## config.mk

```make
export PLATFORM = sky130hd
export DESIGN_NAME = command_executor_flat
export DESIGN_NICKNAME = d
export VERILOG_FILES = /design/src/rtl/command_executor_pkg.sv /design/src/rtl/command_executor_if.sv /design/src/rtl/response_serializer.sv /design/src/rtl/command_executor.sv /design/src/flat_wrapper.sv
export SDC_FILE = /design/constraint.sdc
export NUM_CORES = 1
export LEC_CHECK = 0
export ABC_AREA = 0
export ABC_CLOCK_PERIOD_IN_PS = 4100
export CAP_MARGIN = 25
export CORE_MARGIN = 4
export CORE_UTILIZATION = 50
export DETAILED_ROUTE_END_ITERATION = 8
export PLACE_DENSITY_LB_ADDON = 0.08
export SLEW_MARGIN = 10
export SYNTH_ARGS = -nofsm -noshare
export SYNTH_HDL_FRONTEND = slang
export SYNTH_SLANG_ARGS = --single-unit
```

## constraint.sdc

```tcl
create_clock -name clock -period 4.1 [get_ports clock]
set_clock_uncertainty 0.15 [all_clocks]
set_input_delay 0.82 -clock clock [delete_from_list [all_inputs] [get_ports clock]]
set_output_delay 0.82 -clock clock [all_outputs]
set_load 0.02 [all_outputs]
```

## src/rtl/command_executor_pkg.sv

```systemverilog
// rtl/command_executor_pkg.sv - shared state encodings, status bytes and command codes
package command_executor_pkg;

   localparam int DEF_ADDR_WIDTH   = 15;
   localparam int DEF_DATA_WIDTH   = 32;
   localparam int DEF_READ_LATENCY = 2;
   localparam int DEF_TX_TIMEOUT   = 5000;

   typedef enum logic [2:0] {
      IDLE,
      MEM_WRITE,
      MEM_READ,
      READ_WAIT,
      TX_STATUS,
      TX_WAIT,
      TX_DATA,
      DONE
   } state_t;

   localparam logic [7:0] STAT_WR_OK = 8'h00;
   localparam logic [7:0] STAT_RD_OK = 8'h01;
   localparam logic [7:0] STAT_ERR   = 8'hE0;

   // Shared with command_decoder
   localparam logic [7:0] CMD_WRITE = 8'h00;
   localparam logic [7:0] CMD_READ  = 8'h01;

   function automatic logic [7:0] err_status(input logic [1:0] code);
      return STAT_ERR | {6'b0, code};
   endfunction

endpackage

```

## src/rtl/command_executor_if.sv

```systemverilog
// rtl/command_executor_if.sv - decoder, RAM and uart_tx signals around the executor
interface command_executor_if #(
   parameter int ADDR_WIDTH = command_executor_pkg::DEF_ADDR_WIDTH,
   parameter int DATA_WIDTH = command_executor_pkg::DEF_DATA_WIDTH
);
   logic                  cmd_done;
   logic                  cmd_rw;
   logic [ADDR_WIDTH-1:0] cmd_address;
   logic [DATA_WIDTH-1:0] cmd_data;
   logic [1:0]            cmd_error;

   logic                  mem_en;
   logic                  mem_we;
   logic [ADDR_WIDTH-1:0] mem_addr;
   logic [DATA_WIDTH-1:0] mem_wdata;
   logic [DATA_WIDTH-1:0] mem_rdata;

   logic                  tx_start;
   logic [7:0]            tx_byte;
   logic                  tx_busy;
   logic                  tx_done;

   modport master (
      input  cmd_done, cmd_rw, cmd_address, cmd_data, cmd_error,
      output mem_en, mem_we, mem_addr, mem_wdata,
      input  mem_rdata,
      output tx_start, tx_byte,
      input  tx_busy, tx_done
   );

   modport slave (
      output cmd_done, cmd_rw, cmd_address, cmd_data, cmd_error,
      input  mem_en, mem_we, mem_addr, mem_wdata,
      output mem_rdata,
      input  tx_start, tx_byte,
      output tx_busy, tx_done
   );
endinterface

```

## src/rtl/response_serializer.sv

```systemverilog
// rtl/response_serializer.sv - sends status byte plus optional data word LSB first over uart_tx
module response_serializer
   import command_executor_pkg::*;
#(
   parameter int DATA_WIDTH = DEF_DATA_WIDTH,
   parameter int TX_TIMEOUT = DEF_TX_TIMEOUT
) (
   input  logic                  clock,
   input  logic                  reset,
   input  logic                  start,
   input  logic [7:0]            status,
   input  logic                  has_data,
   input  logic [DATA_WIDTH-1:0] data,
   output logic                  tx_start,
   output logic [7:0]            tx_byte,
   input  logic                  tx_busy,
   input  logic                  tx_done,
   output logic                  done
);
   localparam int NBYTES = DATA_WIDTH / 8;
   localparam int IDX_W  = $clog2(NBYTES + 1);
   localparam int TMR_W  = $clog2(TX_TIMEOUT + 1);

   state_t                state;
   logic [7:0]            status_q;
   logic [DATA_WIDTH-1:0] word;
   logic                  with_data;
   logic [IDX_W-1:0]      idx;
   logic [TMR_W-1:0]      tmr;
   logic                  more;

   assign more = with_data && (idx < IDX_W'(NBYTES));
   // Finishes on the last tx_done, or when the tx_done wait overruns and the frame is abandoned
   assign done = (state == TX_WAIT) && (tx_done ? !more : (tmr == TMR_W'(TX_TIMEOUT)));

   always_ff @(posedge clock) begin
      if (!reset) begin
         state     <= IDLE;
         tx_start  <= 1'b0;
         tx_byte   <= '0;
         status_q  <= '0;
         word      <= '0;
         with_data <= 1'b0;
         idx       <= '0;
         tmr       <= '0;
      end else begin
         tx_start <= 1'b0;
         case (state)
            IDLE: if (start) begin
               status_q  <= status;
               word      <= data;
               with_data <= has_data;
               idx       <= '0;
               if (!tx_busy) begin
                  tx_start <= 1'b1;
                  tx_byte  <= status;
                  tmr      <= '0;
                  state    <= TX_WAIT;
               end else begin
                  state <= TX_STATUS;
               end
            end
            TX_STATUS: if (!tx_busy) begin
               tx_start <= 1'b1;
               tx_byte  <= status_q;
               tmr      <= '0;
               state    <= TX_WAIT;
            end
            TX_WAIT: begin
               if (tx_done)
                  state <= more ? TX_DATA : IDLE;
               else if (tmr == TMR_W'(TX_TIMEOUT))
                  state <= IDLE;
               else
                  tmr <= tmr + TMR_W'(1);
            end
            TX_DATA: if (!tx_busy) begin
               tx_start <= 1'b1;
               tx_byte  <= word[7:0];
               word     <= word >> 8;
               idx      <= idx + IDX_W'(1);
               tmr      <= '0;
               state    <= TX_WAIT;
            end
            default: state <= IDLE;
         endcase
      end
   end
endmodule

```

## src/rtl/command_executor.sv

```systemverilog
// rtl/command_executor.sv - runs one decoded command against the RAM and returns its response frame
module command_executor
   import command_executor_pkg::*;
#(
   parameter int ADDR_WIDTH   = DEF_ADDR_WIDTH,
   parameter int DATA_WIDTH   = DEF_DATA_WIDTH,
   parameter int READ_LATENCY = DEF_READ_LATENCY,
   parameter int TX_TIMEOUT   = DEF_TX_TIMEOUT
) (
   input  logic                clock,
   input  logic                reset,
   command_executor_if.master  bus,
   output logic                o_busy,
   output logic [7:0]          o_drop_count
);
   localparam int LAT_W = (READ_LATENCY > 1) ? $clog2(READ_LATENCY) : 1;

   state_t                state;
   logic [LAT_W-1:0]      lat_cnt;
   logic [DATA_WIDTH-1:0] rdata_q;
   logic [7:0]            status_q;
   logic                  with_data;
   logic                  ser_start;
   logic                  ser_done;

   always_ff @(posedge clock) begin
      if (!reset) begin
         state         <= IDLE;
         lat_cnt       <= '0;
         rdata_q       <= '0;
         status_q      <= '0;
         with_data     <= 1'b0;
         ser_start     <= 1'b0;
         bus.mem_en    <= 1'b0;
         bus.mem_we    <= 1'b0;
         bus.mem_addr  <= '0;
         bus.mem_wdata <= '0;
         o_busy        <= 1'b0;
         o_drop_count  <= '0;
      end else begin
         bus.mem_en <= 1'b0;
         bus.mem_we <= 1'b0;
         ser_start  <= 1'b0;
         // DONE counts as busy, so a command arriving on the DONE->IDLE edge is dropped
         if (bus.cmd_done && state != IDLE && o_drop_count != 8'hFF)
            o_drop_count <= o_drop_count + 8'd1;
         case (state)
            IDLE: if (bus.cmd_done) begin
               bus.mem_addr  <= ADDR_WIDTH'(bus.cmd_address);
               bus.mem_wdata <= bus.cmd_data;
               with_data     <= 1'b0;
               o_busy        <= 1'b1;
               if (bus.cmd_error != 2'b00) begin
                  status_q  <= err_status(bus.cmd_error);
                  ser_start <= 1'b1;
                  state     <= TX_STATUS;
               end else begin
                  case ({7'b0, bus.cmd_rw})
                     CMD_WRITE: begin
                        bus.mem_en <= 1'b1;
                        bus.mem_we <= 1'b1;
                        state      <= MEM_WRITE;
                     end
                     CMD_READ: begin
                        bus.mem_en <= 1'b1;
                        state      <= MEM_READ;
                     end
                     default: state <= IDLE;
                  endcase
               end
            end
            MEM_WRITE: begin
               status_q  <= STAT_WR_OK;
               ser_start <= 1'b1;
               state     <= TX_STATUS;
            end
            MEM_READ: begin
               lat_cnt <= '0;
               state   <= READ_WAIT;
            end
            READ_WAIT: begin
               if (lat_cnt == LAT_W'(READ_LATENCY - 1)) begin
                  rdata_q   <= bus.mem_rdata;
                  status_q  <= STAT_RD_OK;
                  with_data <= 1'b1;
                  ser_start <= 1'b1;
                  state     <= TX_STATUS;
               end else begin
                  lat_cnt <= lat_cnt + LAT_W'(1);
               end
            end
            // The serializer owns TX_STATUS/TX_WAIT/TX_DATA; here we only wait for it
            TX_STATUS: if (ser_done) state <= DONE;
            DONE: begin
               o_busy <= 1'b0;
               state  <= IDLE;
            end
            default: begin
               o_busy <= 1'b0;
               state  <= IDLE;
            end
         endcase
      end
   end

   response_serializer #(
      .DATA_WIDTH (DATA_WIDTH),
      .TX_TIMEOUT (TX_TIMEOUT)
   ) u_serializer (
      .clock    (clock),
      .reset    (reset),
      .start    (ser_start),
      .status   (status_q),
      .has_data (with_data),
      .data     (rdata_q),
      .tx_start (bus.tx_start),
      .tx_byte  (bus.tx_byte),
      .tx_busy  (bus.tx_busy),
      .tx_done  (bus.tx_done),
      .done     (ser_done)
   );
endmodule

```

## src/flat_wrapper.sv

```systemverilog
// flat-port wrapper written by rule: the top's interface ports become plain ports
module command_executor_flat import command_executor_pkg::*;
#(
   parameter int ADDR_WIDTH   = DEF_ADDR_WIDTH,
   parameter int DATA_WIDTH   = DEF_DATA_WIDTH,
   parameter int READ_LATENCY = DEF_READ_LATENCY,
   parameter int TX_TIMEOUT   = DEF_TX_TIMEOUT
)
  (clock, reset, o_busy, o_drop_count, bus_cmd_done, bus_cmd_rw, bus_cmd_address, bus_cmd_data, bus_cmd_error, bus_mem_en, bus_mem_we, bus_mem_addr, bus_mem_wdata, bus_mem_rdata, bus_tx_start, bus_tx_byte, bus_tx_busy, bus_tx_done);
  command_executor_if #(.ADDR_WIDTH(ADDR_WIDTH), .DATA_WIDTH(DATA_WIDTH)) bus_i ();
  input  logic clock;
  input  logic reset;
  output logic o_busy;
  output logic [7:0] o_drop_count;
  input wire logic [$bits(bus_i.cmd_done)-1:0] bus_cmd_done;
  input wire logic [$bits(bus_i.cmd_rw)-1:0] bus_cmd_rw;
  input wire logic [$bits(bus_i.cmd_address)-1:0] bus_cmd_address;
  input wire logic [$bits(bus_i.cmd_data)-1:0] bus_cmd_data;
  input wire logic [$bits(bus_i.cmd_error)-1:0] bus_cmd_error;
  output wire logic [$bits(bus_i.mem_en)-1:0] bus_mem_en;
  output wire logic [$bits(bus_i.mem_we)-1:0] bus_mem_we;
  output wire logic [$bits(bus_i.mem_addr)-1:0] bus_mem_addr;
  output wire logic [$bits(bus_i.mem_wdata)-1:0] bus_mem_wdata;
  input wire logic [$bits(bus_i.mem_rdata)-1:0] bus_mem_rdata;
  output wire logic [$bits(bus_i.tx_start)-1:0] bus_tx_start;
  output wire logic [$bits(bus_i.tx_byte)-1:0] bus_tx_byte;
  input wire logic [$bits(bus_i.tx_busy)-1:0] bus_tx_busy;
  input wire logic [$bits(bus_i.tx_done)-1:0] bus_tx_done;
  assign bus_i.cmd_done = bus_cmd_done;
  assign bus_i.cmd_rw = bus_cmd_rw;
  assign bus_i.cmd_address = bus_cmd_address;
  assign bus_i.cmd_data = bus_cmd_data;
  assign bus_i.cmd_error = bus_cmd_error;
  assign bus_mem_en = bus_i.mem_en;
  assign bus_mem_we = bus_i.mem_we;
  assign bus_mem_addr = bus_i.mem_addr;
  assign bus_mem_wdata = bus_i.mem_wdata;
  assign bus_i.mem_rdata = bus_mem_rdata;
  assign bus_tx_start = bus_i.tx_start;
  assign bus_tx_byte = bus_i.tx_byte;
  assign bus_i.tx_busy = bus_tx_busy;
  assign bus_i.tx_done = bus_tx_done;
  command_executor #(.ADDR_WIDTH(ADDR_WIDTH), .DATA_WIDTH(DATA_WIDTH), .READ_LATENCY(READ_LATENCY), .TX_TIMEOUT(TX_TIMEOUT)) u_core (.clock(clock), .reset(reset), .bus(bus_i), .o_busy(o_busy), .o_drop_count(o_drop_count));
endmodule
```

# ---- Yosys cells after proc, flatten, opt, wreduce, memory -nomap -nowiden
# Index checks and enable logic that the tools add are counted.
dict set report word_totals {
  reg_bits 173
  in_bits 87
  wordCells 131
}
dict set report op_classes {
  add_sub_neg 4
  order_cmp 1
  eq_ne 21
  n_mux 50
  bitwise 5
  reduce_logical 30
}
# operator count
set ops {}
lappend ops {{2-to-1 mux 32 bit} 2}
lappend ops {{case mux 32 bit (2 select lines)} 1}
lappend ops {{2-to-1 mux 8 bit} 7}
lappend ops {{2-to-1 mux 13 bit} 4}
lappend ops {{case mux 8 bit (3 select lines)} 2}
lappend ops {{case mux 13 bit (3 select lines)} 1}
lappend ops {{2-to-1 mux 3 bit} 11}
lappend ops {{case mux 3 bit (5 select lines)} 1}
lappend ops {{AND reduction 3 bit} 5}
lappend ops {{!= test 2 bit (second input constant)} 7}
lappend ops {{adder 13 x 1 -> 13 bit (second input constant)} 1}
lappend ops {{== test 13 bit (second input constant)} 1}
lappend ops {{2-to-1 mux 1 bit} 13}
lappend ops {{== test 3 bit (second input constant)} 4}
lappend ops {{case mux 3 bit (2 select lines)} 2}
lappend ops {{nonzero test 3 bit} 4}
lappend ops {{case mux 3 bit (3 select lines)} 1}
lappend ops {{adder 8 x 1 -> 8 bit (second input constant)} 1}
lappend ops {{!= test 2 x 1 -> 1 bit (second input constant)} 4}
lappend ops {{!= test 8 bit (second input constant)} 1}
lappend ops {{case mux 1 bit (2 select lines)} 4}
lappend ops {{AND reduction 2 bit} 4}
lappend ops {{AND reduction 4 bit} 2}
lappend ops {{nonzero test 2 bit} 4}
lappend ops {{14 further kinds} 24}

# ---- Logic depth before layout (Yosys ltp)
dict set report logic_depth {
  ltp_word 7
  depth_mapped 8
  mapped_depth_nobuf 6
}

# ---- By module
# Synthesis repeated with hierarchy kept, for this count alone.
dict set report hier_totals {
  cells_unflattened 852
  area_unflattened_um2 7093.1
}
# mod instances cells_per_inst area_per_inst_um2
set modules_own_cells {}
lappend modules_own_cells {command_executor 1 449 3689.8}
lappend modules_own_cells {response_serializer 1 403 3403.3}

# ---- Worst setup path after synthesis
# No wires, ideal clock.
dict set report synth_timing {
  path_kind {input -> register}
  from {input port bus_tx_busy}
  to {register u_core.u_serializer.tmr[5]}
  arrival_time_ns 2.306
  required_ns 3.877
  path_slack_ns 1.571
  cell_stages 6
  n_path_buf 2
  path_cell_list {buf_6 > or4b_4 > and3_4 > buf_6 > or4_1 > a21oi_1}
}
dict set report synth_via {
  elab_chain_cells 3
}
# item line_no
set synth_lines {}
lappend synth_lines {{start: declaration} flat_wrapper.sv:27} ;# input wire logic [$bits(bus_i.tx_busy)-1:0] bus_tx_busy;
lappend synth_lines {{2-to-1 mux 13 bit (*)} -}
lappend synth_lines {{2-to-1 mux 13 bit} -}
lappend synth_lines {{case mux 13 bit (3 select lines) (*)} -}
lappend synth_lines {{end signal: assignment} response_serializer.sv:75} ;# tmr <= tmr + TMR_W'(1);
lappend synth_lines {{end: declaration} response_serializer.sv:29} ;# logic [TMR_W-1:0] tmr;
# Mark *: on every way between the ends. The rest lies on a longest branch, timed or not. The select of a mux whose other input is x is not followed.
# A chain may end at the register's enable or synchronous reset.

# ---- Worst setup path after layout
# Same ends and word-level chain as after synthesis.

==> reports/results.tsv <==
metric	value	unit
hp-class	reg2reg	
clkTransAtPathRegs	0.06	ns
fmax	0.370	GHz
clock_sinks	163	
track_usage	22.0	%
dp_slack	0.967	ns
fin_ws	1.40	ns
synth-seq-cells	163	
drtIter0Drc	495	
async_flop_share	0	%
gp_congestion	0.831	
grt_first_pass_wirelength	26700	µm
firstDrtPassIters	5	
cts_setup_buffers	0	
synth_area	6510	µm²
antenna_left	0	
ys_top_cells_by_area	dfxtp_1 (50%), nand2_1 (14%), a21oi_1 (8.5%)	
globalRouteOverflowTotal	0	
die_area	14900	µm²
synthSimpleGateAreaFrac	25.5	%
worstSkewPairLatency	0.42	ns
worst_slew_pin_slew	0.844	ns
vdd_ir_drop_max	0.476	mV
synth_xor_xnor_area_share	0.269	%
synth.top_cell.area_share	50.1	%
synth_top_family_by_area	simple AND/OR/NAND/NOR gates	
layout.nets	1018	
critPathLaunchType	input port	
cts_resized	0	
grt_start_max_net_pins	93	
period_share	65.9	%
cellLeakagePower	2.92	nW
hold_viol_final	0	
antenna_found_initial	0	
synth_adder_area_share	0.768	%
worstPathRequired	4.29	ns
numCtsBuffers	17	
cts_tree	built	
ys_types	56	
fillers	1038	
drt-vias-per-instance	5.39	
vias	5985	
hpwlAfterDp	11100	µm
yosysMostFrequentCell	nand2_1	
die_h	122	µm
critPathKind	in2reg	
layout-drive-gt1-share	4.90	%
final-max-slew-violation-count	0	
holdBufCountCts	0	
synth-edff-count	0	
syn_inst	805	
max-cap-violations	0	
routed_wl	16400	µm
io_buffers	153	
wl_per_cell	14.8	µm
final.setup.tns	0	ns
fp-row-count	41	
clock-root-buffer	clkbuf_16	
start_util	51.4	%
ys.flop_type	dfxtp_1	
synth_nets	896	
clockBufferDepth	2	
status	finished, final reports clean	
max_slew_margin	43.7	%
end_kind	flip-flop	
drc	0	
io_pins	154	
die_w	122	µm
synth.area.mux_share	1.38	%
area_growth	33.5	%
p_per_area	586	nW/µm²
grt_pass1_vias	5834	
core	12700	µm²
timing.critical_path.fanout_max	21	
yosysWarnings	0	
period_needed	2.70	ns
cts-htree-levels	4	
synth_compound_area_share	17.8	%
avgSynthCellArea	8.09	µm²
synth_top_area_cell	dfxtp_1	
synth_common_cells	nand2_1 (236), dfxtp_1 (163), a21oi_1 (111)	
antennaDiodeCount	0	
seq_area_frac_synth	50.1	%
crit_arrival	2.89	ns
setup_viol	0	
rsz0062_at_grt	no	
==> cells in the final DEF (no fill, tap or decap), types with 8 or more instances in the layout <==
master and instances:
a21oi_1 111, a22oi_1 9, a311oi_1 24, clkbuf_16 17, clkdlybuf4s50_1 153, dfxtp_1 163, mux2i_1 9, nand2_1 236
nand3_1 18, nor2_1 46, nor3_1 8, o21ai_0 11, o31ai_1 12, or4_1 9
==> logic make-up after synthesis <==
kind of cell | Yosys count
adders and majority gates | 4
and+or+nand+nor | 371
buffers and inverters | 66
muxes | 9
DFF | 163
xor gates and xnor gates | 2
AOI/OAI and AO/OA | 190
==> flip-flops by register name, summed over array words and instances (netlist names), 3 cells and up <==
name and flops:
u_core.u_serializer.tmr 13, u_core.u_serializer.status_q 3, u_core.bus.mem_wdata 32, u_core.u_serializer.state 3
u_core.u_serializer.word 32, u_core.bus.mem_addr 15, u_core.o_drop_count 8, u_core.rdata_q 32
u_core.state 3, u_core.u_serializer.idx 3, u_core.u_serializer.tx_byte 8, u_core.status_q 3
==> path summary, 6_finish.rpt <==
kind              slack, ns                      from                         end  depth (start not counted)
hold / removal         0.31  u_core.bus.mem_wdata[19]    u_core.bus.mem_wdata[19]                          2
hold reg to reg        0.31  u_core.bus.mem_wdata[19]    u_core.bus.mem_wdata[19]                          2
setup / recovery       1.40               bus_tx_busy  u_core.u_serializer.tmr[5]                          5
setup reg to reg       1.69           u_core.state[1]           u_core.rdata_q[4]                          5
==> final cells by class <==
cell class,count,area (µm²),share of cell area (%)
sequential,163,3260,37.5
multi-input combinational,576,2980,34.3
timing repair buffer,162,1630,18.7
clock buffer,22,474,5.45
tap,172,215,2.47
clock inverter,9,105,1.21
inverter,7,28.8,0.331
==> metrics by stage <==
stage | area [µm²] | instances | hold WS, ns | util, % | total power, mW
after global routing | 8700 | 1111 | 0.322 | 68.6 | 5.38
after global placement | 8090 | 1078 | 0.291 | 63.8 | 3.52
after detailed placement | 8100 | 1079 | 0.297 | 63.9 | 3.57
final | 8700 | 1111 | 0.306 | 68.6 | 5.09
after CTS | 8680 | 1110 | 0.305 | 68.5 | 5.13
after floorplan | 6510 | 805 | 0.279 | - | 3.03
==> per-layer routing <==
layer / wire length [µm] / up-vias / share of wire [%] / global-route usage, %
met3: 1440 / 12 / 8.8 / 10.7
li1: - / 3035 / - / -
met4: 133 / 0 / 0.81 / 5.53
met5: 0 / - / 0 / 0
met2: 7920 / 139 / 48 / 36.8
met1: 6940 / 2799 / 42 / 25.4
==> critical path, stage by stage <==
cell and delay, ns:
clkdlybuf4s50_1 0.58, or3b_2 0.53, and3_4 0.27, or4_1 0.53, a21oi_1 0.17
==> report_power, final <==
part	internal, mW	leakage (nW)	total (mW)	switching, mW
Clock	0.938	0.274	1.54	0.607
Sequential	1.85	1.32	2.07	0.215
Combinational	0.634	1.32	1.48	0.847
Total	3.43	2.92	5.09	1.67
Note: power is estimated with default switching activity, not from simulation.
